<file path="config.mk">
export PLATFORM = sky130hd
export DESIGN_NAME = ex_muldiv_unit
export DESIGN_NICKNAME = d
export VERILOG_FILES = /design/src/rtl/riscv_pkg.sv /design/src/rtl/ex_muldiv_unit.sv
export SDC_FILE = /design/constraint.sdc
export NUM_CORES = 1
export LEC_CHECK = 0
export CAP_MARGIN = 20
export CORE_MARGIN = 1.5
export CORE_UTILIZATION = 50
export DETAILED_ROUTE_END_ITERATION = 6
export PLACE_DENSITY = 0.67
export SLEW_MARGIN = 0
export SYNTH_ARGS = -nofsm -noshare
export SYNTH_HDL_FRONTEND = slang
export SYNTH_SLANG_ARGS = --single-unit
</file>
<file path="constraint.sdc">
create_clock -name clk -period 5.3 [get_ports clk]
set_input_delay 0.795 -clock clk [delete_from_list [all_inputs] [get_ports clk]]
set_output_delay 0.795 -clock clk [all_outputs]
set_load 0.01 [all_outputs]
</file>
<file path="src/rtl/riscv_pkg.sv">
// rtl/riscv_pkg.sv - shared RV32M multiply/divide encodings and constants
package riscv_pkg;

    typedef enum logic [2:0] {
        MD_MUL    = 3'b000,
        MD_MULH   = 3'b001,
        MD_MULHSU = 3'b010,
        MD_MULHU  = 3'b011,
        MD_DIV    = 3'b100,
        MD_DIVU   = 3'b101,
        MD_REM    = 3'b110,
        MD_REMU   = 3'b111
    } md_op_t;

    typedef enum logic [1:0] {
        IDLE = 2'd0,
        BUSY = 2'd1,
        FIX  = 2'd2,
        DONE = 2'd3
    } md_state_t;

    localparam logic [31:0] MD_DIV0_Q  = 32'hFFFF_FFFF;
    localparam logic [31:0] MD_INT_MIN = 32'h8000_0000;

endpackage

</file>
<file path="src/rtl/ex_muldiv_unit.sv">
// rtl/ex_muldiv_unit.sv - iterative RV32M multiply/divide unit for the Execute stage
module ex_muldiv_unit
    import riscv_pkg::*;
#(
    parameter int WIDTH = 32
) (
    input  logic             clk,
    input  logic             rst,
    input  logic             MulDivStartE,
    input  logic [2:0]       funct3E,
    input  logic [WIDTH-1:0] SrcAE,
    input  logic [WIDTH-1:0] SrcBE,
    input  logic             FlushE,
    output logic             StallMD,
    output logic             MulDivDoneE,
    output logic [WIDTH-1:0] MulDivResultE
);

    localparam int CW = $clog2(WIDTH);

    md_state_t        r_state, w_next;
    md_op_t           r_op;
    logic [CW-1:0]    r_cnt;
    logic [WIDTH-1:0] r_b, r_hi, r_lo, r_srca, r_result;
    logic             r_sign_a, r_sign_b, r_div0, r_ovf;

    md_op_t           w_op;
    logic             w_start, w_signed_a, w_signed_b, w_neg_a, w_neg_b, w_div_op;
    logic [WIDTH-1:0] w_mag_a, w_mag_b;
    logic [WIDTH:0]   w_mul_sum, w_shift;
    logic [WIDTH-1:0] w_diff, w_hi_nxt, w_lo_nxt;
    logic [2*WIDTH-1:0] w_prod, w_prod_s;
    logic [WIDTH-1:0] w_quot, w_rem, w_fix_result;

    assign w_op       = md_op_t'(funct3E);
    assign w_start    = (r_state == IDLE) && MulDivStartE && !FlushE;
    assign w_signed_a = (w_op == MD_MULH) || (w_op == MD_MULHSU) || (w_op == MD_DIV) || (w_op == MD_REM);
    assign w_signed_b = (w_op == MD_MULH) || (w_op == MD_DIV) || (w_op == MD_REM);
    assign w_div_op   = funct3E[2];
    assign w_neg_a    = w_signed_a && SrcAE[WIDTH-1];
    assign w_neg_b    = w_signed_b && SrcBE[WIDTH-1];
    assign w_mag_a    = w_neg_a ? -SrcAE : SrcAE;
    assign w_mag_b    = w_neg_b ? -SrcBE : SrcBE;

    // One iteration: multiply shifts {hi,lo} right, divide shifts the dividend out of lo into hi.
    assign w_mul_sum = {1'b0, r_hi} + {1'b0, r_b};
    assign w_shift   = {r_hi, r_lo[WIDTH-1]};
    assign w_diff    = w_shift[WIDTH-1:0] - r_b;

    always_comb begin
        w_hi_nxt = r_hi;
        w_lo_nxt = r_lo;
        if (r_op inside {MD_DIV, MD_DIVU, MD_REM, MD_REMU}) begin
            if (w_shift >= {1'b0, r_b}) begin
                w_hi_nxt = w_diff;
                w_lo_nxt = {r_lo[WIDTH-2:0], 1'b1};
            end else begin
                w_hi_nxt = w_shift[WIDTH-1:0];
                w_lo_nxt = {r_lo[WIDTH-2:0], 1'b0};
            end
        end else if (r_lo[0]) begin
            w_hi_nxt = w_mul_sum[WIDTH:1];
            w_lo_nxt = {w_mul_sum[0], r_lo[WIDTH-1:1]};
        end else begin
            w_hi_nxt = {1'b0, r_hi[WIDTH-1:1]};
            w_lo_nxt = {r_hi[0], r_lo[WIDTH-1:1]};
        end
    end

    always_comb begin
        w_prod   = {r_hi, r_lo};
        w_prod_s = (r_sign_a ^ r_sign_b) ? -w_prod : w_prod;
        w_quot   = (r_sign_a ^ r_sign_b) ? -r_lo : r_lo;
        w_rem    = r_sign_a ? -r_hi : r_hi;
        if (r_div0) begin
            w_quot = WIDTH'(MD_DIV0_Q);
            w_rem  = r_srca;
        end else if (r_ovf) begin
            w_quot = WIDTH'(MD_INT_MIN);
            w_rem  = '0;
        end
        case (r_op)
            MD_MUL:                      w_fix_result = w_prod_s[WIDTH-1:0];
            MD_MULH, MD_MULHSU, MD_MULHU: w_fix_result = w_prod_s[2*WIDTH-1:WIDTH];
            MD_DIV, MD_DIVU:             w_fix_result = w_quot;
            default:                     w_fix_result = w_rem;
        endcase
    end

    always_comb begin
        w_next = r_state;
        case (r_state)
            IDLE:    if (w_start) w_next = BUSY;
            BUSY:    if (r_cnt == CW'(WIDTH - 1)) w_next = FIX;
            FIX:     w_next = DONE;
            default: w_next = IDLE;
        endcase
        if (FlushE) w_next = IDLE;
    end

    always_ff @(posedge clk or negedge rst) begin
        if (!rst) begin
            r_state  <= IDLE;
            r_op     <= MD_MUL;
            r_cnt    <= '0;
            r_b      <= '0;
            r_hi     <= '0;
            r_lo     <= '0;
            r_srca   <= '0;
            r_result <= '0;
            r_sign_a <= 1'b0;
            r_sign_b <= 1'b0;
            r_div0   <= 1'b0;
            r_ovf    <= 1'b0;
        end else begin
            r_state <= w_next;
            if (FlushE) begin
                r_cnt <= '0;
            end else begin
                case (r_state)
                    IDLE: if (w_start) begin
                        r_op     <= w_op;
                        r_cnt    <= '0;
                        r_hi     <= '0;
                        r_lo     <= w_mag_a;
                        r_b      <= w_mag_b;
                        r_srca   <= SrcAE;
                        r_sign_a <= w_neg_a;
                        r_sign_b <= w_neg_b;
                        r_div0   <= w_div_op && (SrcBE == '0);
                        r_ovf    <= w_signed_b && w_div_op && (SrcAE == WIDTH'(MD_INT_MIN)) && (SrcBE == '1);
                    end
                    BUSY: begin
                        r_cnt <= r_cnt + 1'b1;
                        r_hi  <= w_hi_nxt;
                        r_lo  <= w_lo_nxt;
                    end
                    FIX:     r_result <= w_fix_result;
                    default: ;
                endcase
            end
        end
    end

    // Gated by rst so the stall drops the instant reset is asserted, even with a start pending.
    assign StallMD       = rst && (w_start || (r_state == BUSY) || (r_state == FIX));
    assign MulDivDoneE   = (r_state == DONE);
    assign MulDivResultE = r_result;

endmodule

</file>
==> qor.yml, run 1 <==
finalMaxSlewViolations: 0
dr.pass1.iters: 7
core_um2: 30670
grt.total_usage: 0.3090
drtIter0Drc: 1405
finalSetupViolCount: 0
crit_slowest_cell: "or4b_4"
die_h_um: 179.8
grt_pass1_vias: 14588
ant_nets: 0
clock-sinks: 174
relSlewSlack: 0.3083
crit_fanout: 8
required_ns: 5.69
synth-main-ff-cell: "dfrtp_1"
violations: "design-rule violations"
ir_drop_mv: 0.4553
drive_gt1_frac: 0.04904
path_cells: "inv_1 > ha_1 > or3b_1 > or4b_4 > nor4_4 > nand4_1 > or4_1 > o21ai_1 > xor2_1 > o31ai_1 > o21ai_0 > nor2_1"
p_leak_uw: 0.007606
synth_fp_nets: 2172
pwr-share-comb: 0.659
cts_hold_buf: 0
yosysSeqAreaShare: 0.2786
clk_pin_slew_ns: 0.07
internal_power_uw: 5996
fmax_mhz: 248.7
timing.rr.end: "MulDivResultE[30]"
route.detailed.drc: 5
ys_types: 79
clk_latency_ns: 0.46
worst_pin_slew_ns: 1.038
fill_cells: 2892
finalWirelength_um: 50120
layout.nets: 2174
overflow: 0
path_class: "flip-flop to flip-flop"
h-tree-depth: 4
synth_area_um2: 15630
io_pins: 105
wl_per_cell_um: 20.57
die-area_um2: 32330
dp_hpwl_um: 36790
yosysWarnings: 0
rows: 64
post_cts_resized: 0
min_path_type: "input pin to asynchronous set/reset pin"
fin_crit_sh: 0.7587
syn_avg_cell_area_um2: 7.723
initial_core_util: 0.5097
synthArstFlopShare: 1.000
die-width_um: 179.8
grt_pass1_wl_um: 80070
antenna_found_initial: 1
multi_input_area_um2: 10550
rr_worst_depth: 12
switching_share: 0.5213
outcome: "finished, violations left"
vias: 15342
rsz0062_at_grt: "false"
timing.rr.start: "r_hi[0]"
viasPerCell: 6.298
final-hold-violation-count: 0
cpPeakStageDelay_ns: 0.56
switchingPower_uw: 6530
post_cts_buffers: 0
cts-buffers-inserted: 17
cts_tree: "done"
fin_worst_skew_ns: 0.01495
placedCellCount: 2403
seq_area_um2: 4358
grt_max_degree: 77
io_buffers: 104
fin_setup_tns_ns: 0
gp_routability_congestion: 0.9366
max_cap_viol_count: 0
area_delta_synth_final_pct: 11.68
end_kind: "flip-flop"
pwr-share-seq: 0.234
ys_ff_latch: 174
p_per_area_nw_per_um2: 717.5
fin_cells: 2436
start_kind: "flip-flop"
crit_arrival_ns: 4.41
synthCells: 2024
cts_max_path_buffers: 2
p_clk_frac: 0.107
r2r_slack_ns: 1.28
layout_min_cycle_time_ns: 4.021
cts_root_buffer: "clkbuf_16"
synth_edf_count: 0
[worst max-delay path by stage]
stage          startpoint  cells past startpoint                end  slack, ns
2_1_floorplan     r_lo[0]                     14  MulDivResultE[26]       1.67
3_3_place_gp     SrcAE[8]                     11           r_lo[29]       1.05
3_5_place_dp     SrcAE[8]                     11           r_lo[29]       0.99
4_1_cts           r_hi[0]                     12  MulDivResultE[30]       1.41
5_1_grt          r_lo[31]                     14           r_hi[28]       1.12
6_report          r_hi[0]                     12  MulDivResultE[30]       1.28
[cell families after synthesis]
| logic type | Yosys count | synth area share |
|---|---|---|
| compound gates | 623 | 0.2585 |
| xor+xnor | 204 | 0.1143 |
| fa+ha+maj | 77 | 0.06260 |
| buf+inv | 202 | 0.04907 |
| flops | 174 | 0.2786 |
| mux | 41 | 0.02665 |
| simple gates | 703 | 0.2104 |
[cell usage in the layout, fill, tap and decap left out, types with 7 or more instances in the layout]
cell type / instances
a22o_1: 16
and3_1: 9
dfrtp_1: 173
or4_1: 8
clkbuf_16: 17
a21o_1: 35
ha_1: 74
mux2i_1: 36
a31oi_1: 13
nor2_1: 135
nand2b_1: 24
o211ai_1: 16
nor2b_1: 27
xnor2_1: 114
and2_1: 9
nand3_1: 21
o21a_1: 9
o21ai_1: 8
buf_4: 25
a21oi_1: 137
a211oi_1: 31
o31ai_1: 31
o21ai_0: 190
a221oi_1: 58
or2_2: 7
inv_1: 55
nor3_1: 45
xor2_1: 88
clkdlybuf4s50_1: 103
o21bai_1: 10
nand2_1: 327
o41ai_1: 13
nor4_1: 26
nand4_1: 18
or3_1: 11
[state kept, by name, indices dropped and copies added (netlist names)]
name	count
r_op	3
r_srca	32
r_lo	32
r_ovf	1
r_hi	32
r_state	2
r_sign_a	1
r_cnt	5
r_sign_b	1
r_div0	1
MulDivResultE	32
r_b	32
[area by class of cell]
class | instances | area share
diodes | 1 | 0.0001433
well taps | 396 | 0.02838
inverters | 56 | 0.01204
multi-input cells | 1648 | 0.6046
clock inverters | 12 | 0.009174
flip-flops and latches | 174 | 0.2496
repair buffers | 129 | 0.07046
clock buffers | 20 | 0.02559
[per-layer routing]
layer | vias up | routed length [um] | GRT usage
met1 | 7362 | 22530 | 0.4294
met3 | 102 | 3594 | 0.05470
li1 | 7277 | - | -
met2 | 601 | 22270 | 0.4766
met4 | 0 | 1723 | 0.1207
met5 | - | 0 | 0
[synth_stat cells (all sizes together) (46+ instances only)]
cell type | number | area share
o21ai | 198 | 0.063
ha | 75 | 0.060
nor3 | 46 | 0.015
inv | 55 | 0.013
nor2 | 140 | 0.035
nand2 | 328 | 0.079
xor2 | 89 | 0.050
clkbuf | 129 | 0.031
a21oi | 137 | 0.044
a221oi | 58 | 0.032
xnor2 | 115 | 0.064
dfrtp | 174 | 0.28
[stage by stage]
stage	utilization	total power [uW]	cell area, um2	setup WS (ns)	hold slack (ns)
final	0.5692	12530	17460	1.279	0.2734
after global routing	0.5691	13500	17450	1.123	0.3100
after CTS	0.5691	12380	17450	1.407	0.2953
after detailed placement	0.5493	10980	16850	0.9926	0.4700
after global placement	0.5493	10880	16850	1.052	0.4629
after floorplan	-	8641	15630	1.673	0.4369
[power groups by stage]
stage / Clock, uW / Combinational, uW / Sequential [uW]
after floorplan: 0 / 6270 / 2370
after global placement: 0 / 7960 / 2920
after detailed placement: 0 / 8040 / 2930
after CTS: 1360 / 8110 / 2910
after global routing: 1420 / 9070 / 3010
final: 1340 / 8250 / 2930
[worst max-delay path, delay by kind of cell, from the launching register on]
kind / cells / cell delay [ns]
xor+xnor: 1 / 0.10
flops: 1 / 0.48
compound gates: 3 / 0.64
fa+ha+maj: 1 / 0.26
simple gates: 6 / 2.27
buf+inv: 1 / 0.19
Power figures use the tool's default switching activity.
==> inputs of run 2 (changes only) <==
--- a/config.mk
+++ b/config.mk
@@ -9,7 +9,7 @@
 export CORE_MARGIN = 1.5
 export CORE_UTILIZATION = 50
 export DETAILED_ROUTE_END_ITERATION = 6
-export PLACE_DENSITY = 0.67
+export PLACE_DENSITY = 0.7
 export SLEW_MARGIN = 0
 export SYNTH_ARGS = -nofsm -noshare
 export SYNTH_HDL_FRONTEND = slang
==> constraint.sdc (replaced) <==
create_clock -name clk -period 3.5 [get_ports clk]
set_input_delay 0.525 -clock clk [delete_from_list [all_inputs] [get_ports clk]]
set_output_delay 0.525 -clock clk [all_outputs]
set_load 0.01 [all_outputs]
==> qor.yml, run 2 (synthesized netlist as in run 1, its figures left out) <==
cts_hold_buf: 0  # unchanged
io_pins: 105  # unchanged
drtIter0Drc: 1430  # was 1405
max_cap_viol_count: 0  # unchanged
fmax_mhz: 296.5  # was 248.7 MHz
io_buffers: 104  # unchanged
p_leak_uw: 0.008163  # was 0.007606 uW
drive_gt1_frac: 0.1057  # was 0.04904
ir_drop_mv: 0.6932  # was 0.4553 mV
rows: 64  # unchanged
design_area_um2: 18330  # was 17460 um2
relSlewSlack: 0.3650  # was 0.3083
finalWirelength_um: 51960  # was 50120 um
final_common_cell: "nand2_1"  # unchanged
clk_latency_ns: 0.46  # about the same
required_ns: 3.84  # was 5.69 ns
grt_pass1_wl_um: 83010  # was 80070 um
outcome: "finished, violations left"  # unchanged
grt.total_usage: 0.3186  # was 0.3090
dr.pass1.iters: 7  # unchanged
place_ws_ns: -0.1205  # was 0.9926 ns
cpPeakStageDelay_ns: 0.48  # was 0.56 ns
dp_hpwl_um: 38810  # was 36790 um
finalMaxSlewViolations: 0  # unchanged
placed_cell_area_um2: 17660  # was 16850 um2
fin_setup_tns_ns: 0  # unchanged
final_cell_mix: "nand2_1 (327), o21ai_0 (188), dfrtp_1 (173), nor2_1 (135), a21oi_1 (135)"  # was nand2_1 (327), o21ai_0 (190), dfrtp_1 (173), a21oi_1 (137), nor2_1 (135)
finalSetupViolCount: 0  # unchanged
viasPerCell: 6.212  # was 6.298
end_kind: "flip-flop"  # unchanged
cts_max_path_buffers: 2  # unchanged
initial_core_util: 0.5097  # unchanged
fin_crit_sh: 0.9636  # was 0.7587
path_class: "flip-flop to flip-flop"  # unchanged
die_h_um: 179.8  # unchanged
grt_pass1_vias: 15022  # was 14588
die-area_um2: 32330  # unchanged
path_cells: "buf_4 > ha_1 > a211oi_1 > o21bai_1 > a21oi_1 > o41a_1 > o31ai_1 > a2111oi_1 > nand2b_1 > xnor2_1 > a211o_1 > a22o_1"  # was inv_1 > ha_1 > or3b_1 > or4b_4 > nor4_4 > nand4_1 > or4_1 > o21ai_1 > xor2_1 > o31ai_1 > o21ai_0 > nor2_1
vias: 15804  # was 15342
layout.nets: 2283  # was 2174
crit_arrival_ns: 3.71  # was 4.41 ns
die-width_um: 179.8  # unchanged
grt_max_degree: 78  # was 77
min_path_type: "input pin to asynchronous set/reset pin"  # unchanged
final-hold-violation-count: 0  # unchanged
area_delta_synth_final_pct: 17.27  # was 11.68%
h-tree-depth: 4  # unchanged
layout_min_cycle_time_ns: 3.372  # was 4.021 ns
cts-buffers-inserted: 17  # unchanged
worst_pin_slew_ns: 0.9525  # was 1.038 ns
route.detailed.drc: 1  # was 5
finalWorstSetupSlack_ns: 0.1275  # was 1.279 ns
violations: "design-rule violations"  # unchanged
wl_per_cell_um: 20.42  # was 20.57 um
crit_fanout: 4  # was 8
gp_routability_congestion: 0.9670  # was 0.9366
start_kind: "flip-flop"  # unchanged
core_um2: 30670  # unchanged
clock-sinks: 174  # unchanged
crit_slowest_cell: "a2111oi_1"  # was or4b_4
antenna_found_initial: 0  # was 1
fin_worst_skew_ns: 0.01643  # was 0.01495 ns
cts_root_buffer: "clkbuf_16"  # unchanged
power_uw: 19870  # was 12530 uW
clk_pin_slew_ns: 0.07  # about the same
ant_nets: 0  # unchanged
p_per_area_nw_per_um2: 1084  # was 717.5 nW/um2
overflow: 0  # unchanged
cts_tree: "done"  # unchanged
antenna_cells: 0  # was 1
[run 2: power breakdown]
part / internal (uW) / switching [uW] / total [uW]
combinational: 5670 / 8240 / 13900
sequential: 2920 / 1040 / 3960
clock: 1070 / 935 / 2000
[run 2: per-layer routing]
metal	vias up	global-route usage	wire length, um	share of wire
li1	7510	-	-	-
met1	7551	0.4526	23460	0.45
met2	652	0.4942	23360	0.45
met3	91	0.04538	3545	0.068
met4	0	0.1110	1601	0.031
met5	-	0	0	0
[run 2: layout make-up]
| cell class | count | area, um2 |
|---|---|---|
| clock buffers | 18 | 429.2 |
| clock inverters | 14 | 156.4 |
| flip-flops and latches | 174 | 4358 |
| fillers | 2872 | 12340 |
| repair buffers | 238 | 2061 |
| multi-input cells | 1648 | 10620 |
| inverters | 56 | 210.2 |
| well taps | 396 | 495.5 |
[run 2: per-stage QoR]
| step | hold slack (ns) | util | cells |
|---|---|---|---|
| 2_1_floorplan | 0.2294 | - | 2024 |
| 3_3_place_gp | 0.4618 | 0.5757 | 2509 |
| 3_5_place_dp | 0.4669 | 0.5757 | 2509 |
| 4_1_cts | 0.2880 | 0.5948 | 2541 |
| 5_1_grt | 0.3078 | 0.5977 | 2544 |
| 6_report | 0.2658 | 0.5977 | 2544 |
[run 2: timing repair]
item	in CTS	in global routing
endpoints found under the setup margin	0	16
resized for setup	0	20
hold endpoints to repair	0	0
setup buffers	0	3
[run 2: worst max-delay path, delay by kind of cell (launching register included)]
family	cells	cell delay (ns)
adders and majority gates	1	0.31
and+or+nand+nor	1	0.18
buffers and inverters	1	0.16
AOI/OAI and AO/OA	8	2.10
DFF	1	0.41
xor gates and xnor gates	1	0.08
[run 2: worst paths after layout]
| check | from | slack (ns) | depth (start not counted) | end |
|---|---|---|---|---|
| min | rst | 0.27 | 2 | r_lo[5] |
| max reg2reg | r_hi[1] | 0.13 | 12 | r_hi[24] |
| min in group clk | MulDivResultE[1] | 0.47 | 2 | MulDivResultE[1] |
| max | r_hi[1] | 0.13 | 12 | r_hi[24] |
| min reg2reg | MulDivResultE[1] | 0.47 | 2 | MulDivResultE[1] |
| max in group asynchronous | rst | 2.46 | 2 | r_op[2] |
